$ cat src/rtl/iob_ctls_pack_if.sv
// Count-in / word-out bus of the run-length expander and packer.
// Handshakes: a transfer completes on a rising clock edge where valid and ready are both high (and cke is high).
interface iob_ctls_pack_if #(
    parameter int W = 21
);
    localparam int CW = $clog2(W) + 1;
    localparam int LW = $clog2(2 * W) + 1;

    logic          count_valid_i;
    logic [CW-1:0] count_i;
    logic          count_ready_o;
    logic          flush_i;
    logic          data_valid_o;
    logic [W-1:0]  data_o;
    logic          data_ready_i;
    logic [LW-1:0] level_o;

    modport slave (
        input  count_valid_i, count_i, flush_i, data_ready_i,
        output count_ready_o, data_valid_o, data_o, level_o
    );

    modport master (
        output count_valid_i, count_i, flush_i, data_ready_i,
        input  count_ready_o, data_valid_o, data_o, level_o
    );
endinterface

$ cat src/rtl/iob_ctls_pack.sv
// Run-length expander: each count becomes a run of SYMBOL bits plus a ~SYMBOL terminator,
// and the resulting bit stream is packed into W-bit words.
module iob_ctls_pack #(
    parameter int W      = 21,
    parameter int MODE   = 0,
    parameter int SYMBOL = 0
) (
    input logic           clk_i,
    input logic           cke_i,
    input logic           arst_i,
    iob_ctls_pack_if.slave bus
);
    localparam int CW = $clog2(W) + 1;
    localparam int LW = $clog2(2 * W) + 1;
    localparam int BW = 2 * W;
    localparam logic          SYM = SYMBOL[0];
    localparam logic [LW-1:0] W_L = LW'(W);
    localparam logic [CW-1:0] W_C = CW'(W);

    logic [BW-1:0] buffer;
    logic [LW-1:0] level;
    logic          flush_pend;

    logic          ready;
    logic          valid;
    logic          push;
    logic          pop;
    logic [CW-1:0] c_sat;
    logic [LW-1:0] run_len;
    logic [LW-1:0] base;
    logic [LW-1:0] level_upd;
    logic [BW-1:0] shifted;
    logic [BW-1:0] term_mask;
    logic [BW-1:0] appended;

    assign ready = (level <= W_L) && !flush_pend;
    assign valid = (level >= W_L);

    // Bits at and above level are always SYMBOL, so appending a run only has to
    // place its single terminator bit; padding needs no buffer write at all.
    always_comb begin
        c_sat     = (bus.count_i > W_C) ? W_C : bus.count_i;
        run_len   = (c_sat == W_C) ? W_L : LW'(c_sat) + LW'(1);
        push      = bus.count_valid_i && ready && cke_i;
        pop       = valid && bus.data_ready_i && cke_i;
        base      = pop ? (level - W_L) : level;
        shifted   = pop ? {{W{SYM}}, buffer[BW-1:W]} : buffer;
        term_mask = '0;
        if (push && (c_sat != W_C)) begin
            term_mask = BW'(1) << (base + LW'(c_sat));
        end
        appended  = SYM ? (shifted & ~term_mask) : (shifted | term_mask);
        level_upd = base + (push ? run_len : '0);
    end

    always_ff @(posedge clk_i or posedge arst_i) begin
        if (arst_i) begin
            buffer     <= {BW{SYM}};
            level      <= '0;
            flush_pend <= 1'b0;
        end else if (cke_i) begin
            if (flush_pend && (level != '0) && (level < W_L)) begin
                // Pad out the partial word; no push or pop can occur in this state.
                level      <= W_L;
                flush_pend <= 1'b0;
            end else begin
                buffer     <= appended;
                level      <= level_upd;
                flush_pend <= (flush_pend || bus.flush_i) && (level_upd != '0);
            end
        end
    end

    generate
        if (MODE != 0) begin : g_msb_first
            always_comb begin
                for (int i = 0; i < W; i++) begin
                    bus.data_o[i] = buffer[W-1-i];
                end
            end
        end else begin : g_lsb_first
            assign bus.data_o = buffer[W-1:0];
        end
    endgenerate

    assign bus.count_ready_o = ready;
    assign bus.data_valid_o  = valid;
    assign bus.level_o       = level;
endmodule

$ cat src/flat_wrapper.sv
// flat-port wrapper written by rule: the top's interface ports become plain ports
module iob_ctls_pack_flat 
#(
    parameter int W      = 21,
    parameter int MODE   = 0,
    parameter int SYMBOL = 0
)
  (clk_i, cke_i, arst_i, bus_count_valid_i, bus_count_i, bus_flush_i, bus_data_ready_i, bus_count_ready_o, bus_data_valid_o, bus_data_o, bus_level_o);
  iob_ctls_pack_if #(.W(W)) bus_i ();
  input logic clk_i;
  input logic cke_i;
  input logic arst_i;
  input wire logic [$bits(bus_i.count_valid_i)-1:0] bus_count_valid_i;
  input wire logic [$bits(bus_i.count_i)-1:0] bus_count_i;
  input wire logic [$bits(bus_i.flush_i)-1:0] bus_flush_i;
  input wire logic [$bits(bus_i.data_ready_i)-1:0] bus_data_ready_i;
  output wire logic [$bits(bus_i.count_ready_o)-1:0] bus_count_ready_o;
  output wire logic [$bits(bus_i.data_valid_o)-1:0] bus_data_valid_o;
  output wire logic [$bits(bus_i.data_o)-1:0] bus_data_o;
  output wire logic [$bits(bus_i.level_o)-1:0] bus_level_o;
  assign bus_i.count_valid_i = bus_count_valid_i;
  assign bus_i.count_i = bus_count_i;
  assign bus_i.flush_i = bus_flush_i;
  assign bus_i.data_ready_i = bus_data_ready_i;
  assign bus_count_ready_o = bus_i.count_ready_o;
  assign bus_data_valid_o = bus_i.data_valid_o;
  assign bus_data_o = bus_i.data_o;
  assign bus_level_o = bus_i.level_o;
  iob_ctls_pack #(.W(W), .MODE(MODE), .SYMBOL(SYMBOL)) u_core (.clk_i(clk_i), .cke_i(cke_i), .arst_i(arst_i), .bus(bus_i));
endmodule
$ cat config.mk
export PLATFORM = sky130hd
export DESIGN_NAME = iob_ctls_pack_flat
export DESIGN_NICKNAME = d
export VERILOG_FILES = /design/src/rtl/iob_ctls_pack_if.sv /design/src/rtl/iob_ctls_pack.sv /design/src/flat_wrapper.sv
export SDC_FILE = /design/constraint.sdc
export NUM_CORES = 1
export LEC_CHECK = 0
export CORE_ASPECT_RATIO = 0.5
export CORE_MARGIN = 4
export CORE_UTILIZATION = 51
export CTS_CLUSTER_DIAMETER = 40
export DETAILED_ROUTE_END_ITERATION = 8
export MAX_ROUTING_LAYER = met4
export PLACE_DENSITY = 0.81
export REMOVE_ABC_BUFFERS = 1
export SLEW_MARGIN = 25
export SYNTH_ARGS = -nofsm -noshare
export SYNTH_HDL_FRONTEND = slang
export SYNTH_SLANG_ARGS = --single-unit
$ cat constraint.sdc
create_clock -name clk_i -period 3.1 [get_ports clk_i]
set_input_delay 0.465 -clock clk_i [delete_from_list [all_inputs] [get_ports clk_i]]
set_output_delay 0.465 -clock clk_i [all_outputs]
set_load 0.005 [all_outputs]
==> flow_results.org, run 1 <==
** Worst hold path
- The worst hold path passes through 2 cells.
- Path category of the worst min-delay check :: register to register

** Placement
- Once detailed placement completed, the half-perimeter wirelength came to 6.43 mm.
- After detailed placement, the design holds a cell count of 510.
- DP Worst Slack :: -0.491 ns
- Final weighted congestion of routability-driven global placement :: 0.959
- The count of buffers added on input and output ports is 41.

** Power and ir drop
- Combinational power share :: 0.748
- The analysis attributes to net switching a power of 2.61 mW.
- VDD sags by at most 0.662 mV.
- Clock power share :: 0.106
- Internal Power :: 2.76 mW
- The share of total power dissipated in sequential elements is 0.146.
- Net Sw Frac :: 0.486
- Power density over the cells :: 1050 nW/um^2
- For this design the static power due to leakage is 2.29 nW.

** Worst setup path
- For the worst setup path, the data arrival time is 3.72 ns.
- By instance count, the cell type seen most on the critical path is sky130_fd_sc_hd__buf_4.
- The critical path is of the input pin to register type.
- Along the worst path, the maximum fanout reaches 5.
- Counting cells, the worst reg-to-reg path comes to 16.
- Maximum cell stage delay along the critical path :: 0.49 ns
- CP top delay family :: buffers and inverters
- The critical path crosses 13 cells after its start point.
- Cell with the biggest individual delay on the critical path :: sky130_fd_sc_hd__clkdlybuf4s50_1
- Required time of the worst setup path :: 3.31 ns
- STA classifies the critical path endpoint as a register.
- The critical path contains buffers and inverters numbering 5 combined.
- Crit start category :: input pin
- Chain of cells forming the critical path :: clkdlybuf4s50_1 -> nand2_1 -> buf_4 -> a211oi_1 -> xnor2_1 -> nand2_1 -> o22ai_4 -> o31a_1 -> buf_4 -> o211ai_1 -> buf_4 -> buf_12 -> o31ai_4

** Global routing
- Layer with the highest usage after global routing :: met2
- Entering global routing, the biggest net connects 51 pins.
- Global routing finished with a remaining overflow of 0.
- The via count of the first global-routing pass came to 3534.
- For met3 alone, demand over resource in global routing was 0.0654.
- Met1 global-route usage :: 0.361
- In the global route stage, met2 resource usage came out at 0.515.
- The first global-routing pass estimated 18.4 mm of wire.
- The initial antenna violation count came to 0.
- Total Routing Usage GR :: 0.311

** Timing
- Worst clock skew :: 0.0117 ns
- Across all setup checks in the final design, the least slack found is -0.403 ns.
- Number of hold violations in the final report :: 0
- Of the available clock period, the critical path in the final layout requires 1.13.
- At the pin with the least slew margin, the transition time is 0.889 ns.
- Count of final max-slew check failures :: 0
- Relative slew slack :: 0.407
- Min Hold Slack :: 0.505 ns
- Setup-failing EPs final :: 45
- The worst path in the final design needs a cycle of 3.50 ns, including I/O delays and setup.
- Setup_tns :: -13.32 ns
- Derived from the worst setup path, the maximum achievable clock frequency is 0.285 GHz.
- RSZ-0062 raised after global routing :: true

** Synth
- Synthesis instantiated 56 different standard cells from the library.
- In the synthesized netlist the async set-or-reset flop fraction comes to 1.00.
- Post-synthesis sequential element count :: 50
- The share of the Yosys chip area taken by registers is 0.379.
- Counting flops with a built-in enable in the synthesized netlist gives 0.
- Synthesis warning total :: 0
- Post-Syn Area :: 3310 sq um
- Counting every instance in the synthesized netlist gives 346.
- A synthesized cell averages 9.55 sq um.
- In the synthesized netlist the dominant register cell turns out to be sky130_fd_sc_hd__dfrtp_1.

** Drt
- The first detailed-routing pass took 7 iterations.
- In the routed layout, each cell is associated on average with a via count of 6.70.
- In the routed design, unresolved DRC markers number 0.
- DRC violation total after the first TritonRoute iteration :: 507
- Number of antenna-violating nets in the routed design :: 0
- Routed length per instance :: 25.0 um
- Sum of routed wire length over all layers :: 13.6 mm
- Total via count after detailed routing :: 3656

** Cells and area
- Final net count :: 483
- FILL cells :: 277
- Share of post-route cells with drive strength above 1 :: 0.430
- Area growth syn-to-layout :: 55.4%
- Most frequent standard cell in the layout excluding fill and tap cells :: sky130_fd_sc_hd__buf_4
- Most used cells in the layout excluding fill and tap cells :: sky130_fd_sc_hd__buf_4 (87), sky130_fd_sc_hd__dfrtp_1 (49), sky130_fd_sc_hd__clkdlybuf4s50_1 (41)
- Number of non-filler instances in the completed layout :: 546
- The number of antenna diodes in the final layout is 0.

** Run
- Across the run, the number of max-cap violations was 0.

** Floorplan
- Placeable Area :: 6180 sq um
- From left edge to right edge, the die measures 122 um.
- Vert. Die Dim :: 64.9 um
- The initial utilization of the core area, before any placement, comes to 0.535.
- The die covers 7910 sq um.
- Row generation in the floorplan step produced 20 rows.
- For this design the top-level I/O count stands at 42.

** CTS
- Number of levels the H-tree was split into :: 2
- After clock tree synthesis, the clock-pin slew on the worst setup and hold paths is 0.08 ns.
- After clock tree synthesis, the flow added hold-fix buffers numbering 0.
- The clock passes through at most 2 buffers.
- Buffer cell driving the clock tree root :: sky130_fd_sc_hd__clkbuf_16
- In this run, CTS created clock tree buffers numbering 5.
- TritonCTS built the clock tree.
- Worst-skew pair later-pin latency :: 0.30 ns
- Count of clock tree sinks :: 50

** Run status
- The flow ran to the end, but the final reports show violations.
- The checks that failed: setup timing.
-- registers in the layout (all words and copies together) (netlist names) --
register and flops:
u_core.buffer 42, u_core.bus.level_o 7, u_core.flush_pend 1
-- layout make-up --
cell class	instances	area [sq um]	area share
clock buffers	5	125	0.0244
clock inverters	2	13.8	0.00268
inverters	17	67.6	0.0132
multi-input cells	246	2360	0.460
flip-flops and latches	50	1250	0.244
well taps	88	110	0.0214
repair buffers	138	1210	0.235
-- timing repair --
action / CTS / global route
endpoints found under the setup margin: 46 / 46
setup buffers: 13 / 14
pin swaps: 32 / 22
resized for setup: 73 / 56
gates cloned: 3 / 0
-- worst paths after layout --
| check | start | end | slack [ns] |
|---|---|---|---|
| max | cke_i | u_core.buffer[16] | -0.40 |
| min | u_core.buffer[1] | u_core.buffer[1] | 0.51 |
| max reg2reg | u_core.bus.level_o[1] | u_core.buffer[15] | -0.37 |
| min reg2reg | u_core.buffer[1] | u_core.buffer[1] | 0.51 |
| max in group asynchronous | arst_i | u_core.bus.level_o[4] | 1.86 |
| min in group asynchronous | arst_i | u_core.bus.level_o[0] | 0.69 |
-- stage by stage --
| step | util | power [mW] | cell area (sq um) |
|---|---|---|---|
| floorplan | - | 2.08 | 3090 |
| global placement | 0.670 | 3.20 | 4140 |
| detailed placement | 0.670 | 3.28 | 4140 |
| CTS | 0.773 | 4.51 | 4780 |
| global route | 0.831 | 5.53 | 5140 |
| finish | 0.831 | 5.38 | 5140 |
-- synth_stat cells (5+ instances only) --
master | instances | share of area
sky130_fd_sc_hd__nand2_1 | 37 | 0.042
sky130_fd_sc_hd__dfrtp_1 | 50 | 0.38
sky130_fd_sc_hd__nand3b_1 | 10 | 0.023
sky130_fd_sc_hd__a21oi_1 | 10 | 0.015
sky130_fd_sc_hd__o21ai_0 | 19 | 0.029
sky130_fd_sc_hd__o21ai_1 | 8 | 0.012
sky130_fd_sc_hd__inv_1 | 17 | 0.019
sky130_fd_sc_hd__clkbuf_1 | 7 | 0.0079
sky130_fd_sc_hd__buf_4 | 22 | 0.050
sky130_fd_sc_hd__xnor2_1 | 17 | 0.045
sky130_fd_sc_hd__buf_2 | 5 | 0.0076
sky130_fd_sc_hd__nand3_1 | 6 | 0.0091
sky130_fd_sc_hd__ha_1 | 12 | 0.045
sky130_fd_sc_hd__mux2i_1 | 22 | 0.067
sky130_fd_sc_hd__o31ai_1 | 21 | 0.048
sky130_fd_sc_hd__nor2_1 | 13 | 0.015
-- logic make-up (layout without fill, tap and decap cells) --
logic type | count (synthesis) | count (layout) | synth area share
other | 1 | 2 | 0.00113
muxes | 22 | 22 | 0.0666
xor gates and xnor gates | 19 | 19 | 0.0503
and+or+nand+nor | 93 | 94 | 0.150
AOI/OAI and AO/OA | 95 | 95 | 0.213
buffers and inverters | 52 | 162 | 0.0859
adders and majority gates | 14 | 14 | 0.0545
DFF | 50 | 50 | 0.379
-- tightest hold or removal path, delay by kind of cell (launching register included) --
kind / cells / cell delay, ns
flops: 1 / 0.34
mux: 1 / 0.08
compound gates: 1 / 0.05
-- metal layers --
metal,part of all wire,wire length [um],up-vias
met5,0,0,-
met4,0.063,864,0
met3,0.092,1250,103
met2,0.47,6360,306
met1,0.38,5170,1787
li1,-,-,1460
-- power groups by stage --
| stage | Combinational (mW) | Sequential [mW] | Clock (mW) |
|---|---|---|---|
| after floorplan | 1.29 | 0.792 | 0 |
| after global placement | 2.43 | 0.771 | 0 |
| after detailed placement | 2.51 | 0.775 | 0 |
| after CTS | 3.20 | 0.769 | 0.541 |
| after global routing | 4.15 | 0.786 | 0.592 |
| final | 4.02 | 0.783 | 0.572 |
Power figures use the tool's default switching activity.
==> inputs of run 2 (changes only) <==
- DONT_BUFFER_PORTS: not set -> 1
- PLACE_DENSITY: 0.81 -> 0.73
==> flow_results.org, run 2 (synthesized netlist as in run 1, its figures left out) <==
** Run status
- Run status: complete, but fails checks (unchanged).
- Failing checks :: setup timing (unchanged)

** Timing
- Relative slew slack :: 0.414 (was 0.407)
- Final clock period utilization by the worst path :: 1.11 (was 1.13)
- The pin slew with the least headroom to its limit came to 0.878 ns (was 0.889 ns).
- Clock period minus final worst setup slack :: 3.44 ns (was 3.50 ns)
- Count of final max-slew check failures :: 0 (unchanged)
- RSZ-0062 raised after global routing :: true (unchanged)
- Worst clock skew :: 0.00813 ns (was 0.0117 ns)
- The worst setup margin came to -0.343 ns (was -0.403 ns).
- Min Hold Slack :: 0.195 ns (was 0.505 ns)
- The final-report hold violation count was 0 (unchanged).
- The timing-limited maximum frequency is 0.290 GHz (was 0.285 GHz).
- Setup-failing EPs final :: 45 (unchanged)

** Cells and area
- Max FFs per register :: 42 (unchanged)
- Area taken by multi-input logic gates :: 2380 sq um (was 2360 sq um)
- Share of post-route cells with drive strength above 1 :: 0.462 (was 0.430)
- Number of diodes :: 0 (unchanged)
- Area growth syn-to-layout :: 38.0% (was 55.4%)
- FILL cells :: 361 (was 277)
- The number of nets in the final layout was 414 (was 483).
- Most frequent standard cell in the layout excluding fill and tap cells :: sky130_fd_sc_hd__buf_4 (unchanged)
- Number of non-filler instances in the completed layout :: 478 (was 546)
- The largest register by flop count is u_core.buffer (unchanged).
- Sequential cell area :: 1250 sq um (about the same)
- Most used cells in the layout excluding fill and tap cells: sky130_fd_sc_hd__buf_4 (61), sky130_fd_sc_hd__dfrtp_1 (50), sky130_fd_sc_hd__nand2_1 (32) (was sky130_fd_sc_hd__buf_4 (87), sky130_fd_sc_hd__dfrtp_1 (49), sky130_fd_sc_hd__clkdlybuf4s50_1 (41)).

** Worst setup path
- Crit Path Category :: register to register (was input pin to register)
- Maximum cell stage delay along the critical path :: 0.40 ns (was 0.49 ns)
- Chain of cells forming the critical path: or3_4 -> o211a_4 -> nor2_4 -> buf_12 -> xnor2_4 -> ha_4 -> ha_4 -> a311oi_4 -> a211oi_2 -> buf_4 -> o211ai_1 -> o211ai_1 -> buf_6 -> o31ai_2 (was clkdlybuf4s50_1 -> nand2_1 -> buf_4 -> a211oi_1 -> xnor2_1 -> nand2_1 -> o22ai_4 -> o31a_1 -> buf_4 -> o211ai_1 -> buf_4 -> buf_12 -> o31ai_4).
- Reg-to-reg setup timing slack :: -0.34 ns (was -0.37 ns)
- The worst endpoint required time is 3.30 ns (was 3.31 ns).
- The sort of element at the end of the critical path is a register (unchanged).
- FF-to-FF Start :: u_core.bus.level_o[5] (was u_core.bus.level_o[1])
- The number of buffers and inverters on the critical path came to 3 (was 5).
- Maximum fanout along the worst path :: 7 (was 5)
- The path depth of the worst reg2reg path was 14 (was 16).
- WP data arrival :: 3.64 ns (was 3.72 ns)
- Reg2Reg Capture Point :: u_core.buffer[16] (was u_core.buffer[15])
- The highest-delay cell along the critical path is sky130_fd_sc_hd__or3_4 (was sky130_fd_sc_hd__clkdlybuf4s50_1).
- The startpoint type of the worst setup path is a register (was input pin).
- The kind of cell adding the most delay to the critical path is compound AO/OA/AOI/OAI gates (was buffers and inverters).

** Power and ir drop
- Power density over the cells :: 1100 nW/um^2 (was 1050 nW/um^2)
- The worst vdd rail ir drop was 0.566 mV (was 0.662 mV).
- The leakage power summed over all cells is 2.05 nW (was 2.29 nW).

** CTS
- The clock tree buffer depth came to 2 (unchanged).
- The clock network latency to the later pin of the worst-skew pair is 0.30 ns (about the same).
- Count of clock tree sinks :: 50 (unchanged)
- The CTS clock-pin slew for the worst setup and hold paths was 0.08 ns (about the same).
- The count of H-tree levels built during CTS was 2 (unchanged).
- Buffer cell driving the clock tree root :: sky130_fd_sc_hd__clkbuf_16 (unchanged)
- Inserted Clock Buffers :: 5 (unchanged)
- CTS tree :: done (unchanged)

** Drt
- Routed length per instance :: 22.4 um (was 25.0 um)
- Number of antenna-violating nets in the routed design :: 0 (unchanged)
- Via count normalized by instance count :: 6.37 (was 6.70)
- First drt pass iteration count :: 5 (was 7)
- Total DRC errors in the routed layout :: 0 (unchanged)
- Total via count after detailed routing :: 3045 (was 3656)
- Routed wire length on met2 :: 5.27 mm (was 6.36 mm)
- Routed metal-1 wirelength :: 4.07 mm (was 5.17 mm)
- Sum of routed wire length over all layers :: 10.7 mm (was 13.6 mm)
- The wire length on met3 came to 848 um (was 1.25 mm).
- The first-iteration detailed-routing DRC count was 223 (was 507).
- Top layer reached by signal wires :: met4 (unchanged)

** Global routing
- The first-pass GRT wire length came to 15.1 mm (was 18.4 mm).
- The initial antenna violation count came to 0 (unchanged).
- Pin count of the biggest net entering global routing :: 51 (unchanged)
- Total overflow reported by the global router :: 0 (unchanged)
- Number of global-route vias before repair :: 3100 (was 3534)
- The total global-route track usage came to 0.250 (was 0.311).

** Floorplan
- Starting density of the core :: 0.535 (unchanged)
- Placeable Area :: 6180 sq um (unchanged)
- The height of the die is 64.9 um (unchanged).
- The floorplan die area was 7910 sq um (unchanged).
- Horiz. Die Dim :: 122 um (unchanged)
- The number of I/O pins was 42 (unchanged).
- The cell row count was 20 (unchanged).

** Placement
- The final HPWL from detailed placement is 5.78 mm (was 6.43 mm).
- Final weighted congestion of routability-driven global placement :: 0.868 (was 0.959)
- The total of buffers placed on input and output ports is 0 (was 41).
- Placed instance count :: 448 (was 510)

** Worst hold path
- Path category of the worst min-delay check :: input pin to async pin (was register to register)

** Run
- The max capacitance violation total came to 0 (unchanged).
## run 2: worst max-delay path by stage
stage	startpoint	endpoint	cells past startpoint
global route	u_core.bus.level_o[1]	u_core.buffer[29]	16
finish	u_core.bus.level_o[5]	u_core.buffer[16]	14
floorplan	u_core.bus.level_o[6]	u_core.buffer[12]	11
detailed placement	u_core.bus.level_o[5]	u_core.flush_pend	17
CTS	u_core.bus.level_o[6]	u_core.buffer[15]	13
global placement	u_core.bus.level_o[6]	u_core.flush_pend	16
## run 2: layer usage
metal  up-vias  track usage
met1      1490        0.280
met4         0        0.117
li1       1315            -
met2       184        0.429
met3        56       0.0602
met5         -            -
## run 2: metrics by stage
step	area [sq um]	setup TNS [ns]	setup slack (ns)	power, mW	util
after floorplan	3090	-9.78	-0.293	2.08	-
after global placement	3570	-1.76	-0.224	2.94	0.578
after detailed placement	3570	-5.81	-0.299	3.01	0.578
after CTS	4220	-1.70	-0.109	4.35	0.683
after global routing	4560	-13.74	-0.377	5.19	0.738
final	4560	-10.34	-0.343	5.00	0.738
## run 2: area by class of cell
class	instances	share of cell area
inverters	17	0.0143
repair buffers	69	0.126
clock inverters	2	0.00850
flip-flops and latches	50	0.274
well taps	88	0.0241
clock buffers	6	0.0304
multi-input cells	246	0.522
## run 2: power breakdown
part / total (mW) / internal [mW] / switching (mW)
logic: 3.54 / 1.52 / 2.02
clock network: 0.686 / 0.407 / 0.279
registers: 0.770 / 0.712 / 0.0571
total: 5.00 / 2.64 / 2.36
## run 2: worst reg2reg max path, cell delays in order (launching register included)
cell,delay [ns]
sky130_fd_sc_hd__dfrtp_1,0.39
sky130_fd_sc_hd__or3_4,0.40
sky130_fd_sc_hd__o211a_4,0.29
sky130_fd_sc_hd__nor2_4,0.17
sky130_fd_sc_hd__buf_12,0.13
sky130_fd_sc_hd__xnor2_4,0.09
sky130_fd_sc_hd__ha_4,0.19
sky130_fd_sc_hd__ha_4,0.17
sky130_fd_sc_hd__a311oi_4,0.26
sky130_fd_sc_hd__a211oi_2,0.16
sky130_fd_sc_hd__buf_4,0.18
sky130_fd_sc_hd__o211ai_1,0.21
sky130_fd_sc_hd__o211ai_1,0.25
sky130_fd_sc_hd__buf_6,0.23
sky130_fd_sc_hd__o31ai_2,0.22
## run 2: timing repair
action                     CTS  global route
buffers inserted            12            10
gates resized for setup     74            58
pin swaps                   26            43
hold buffers                 0             0
gates cloned                 1             2
setup endpoints to repair   46            46
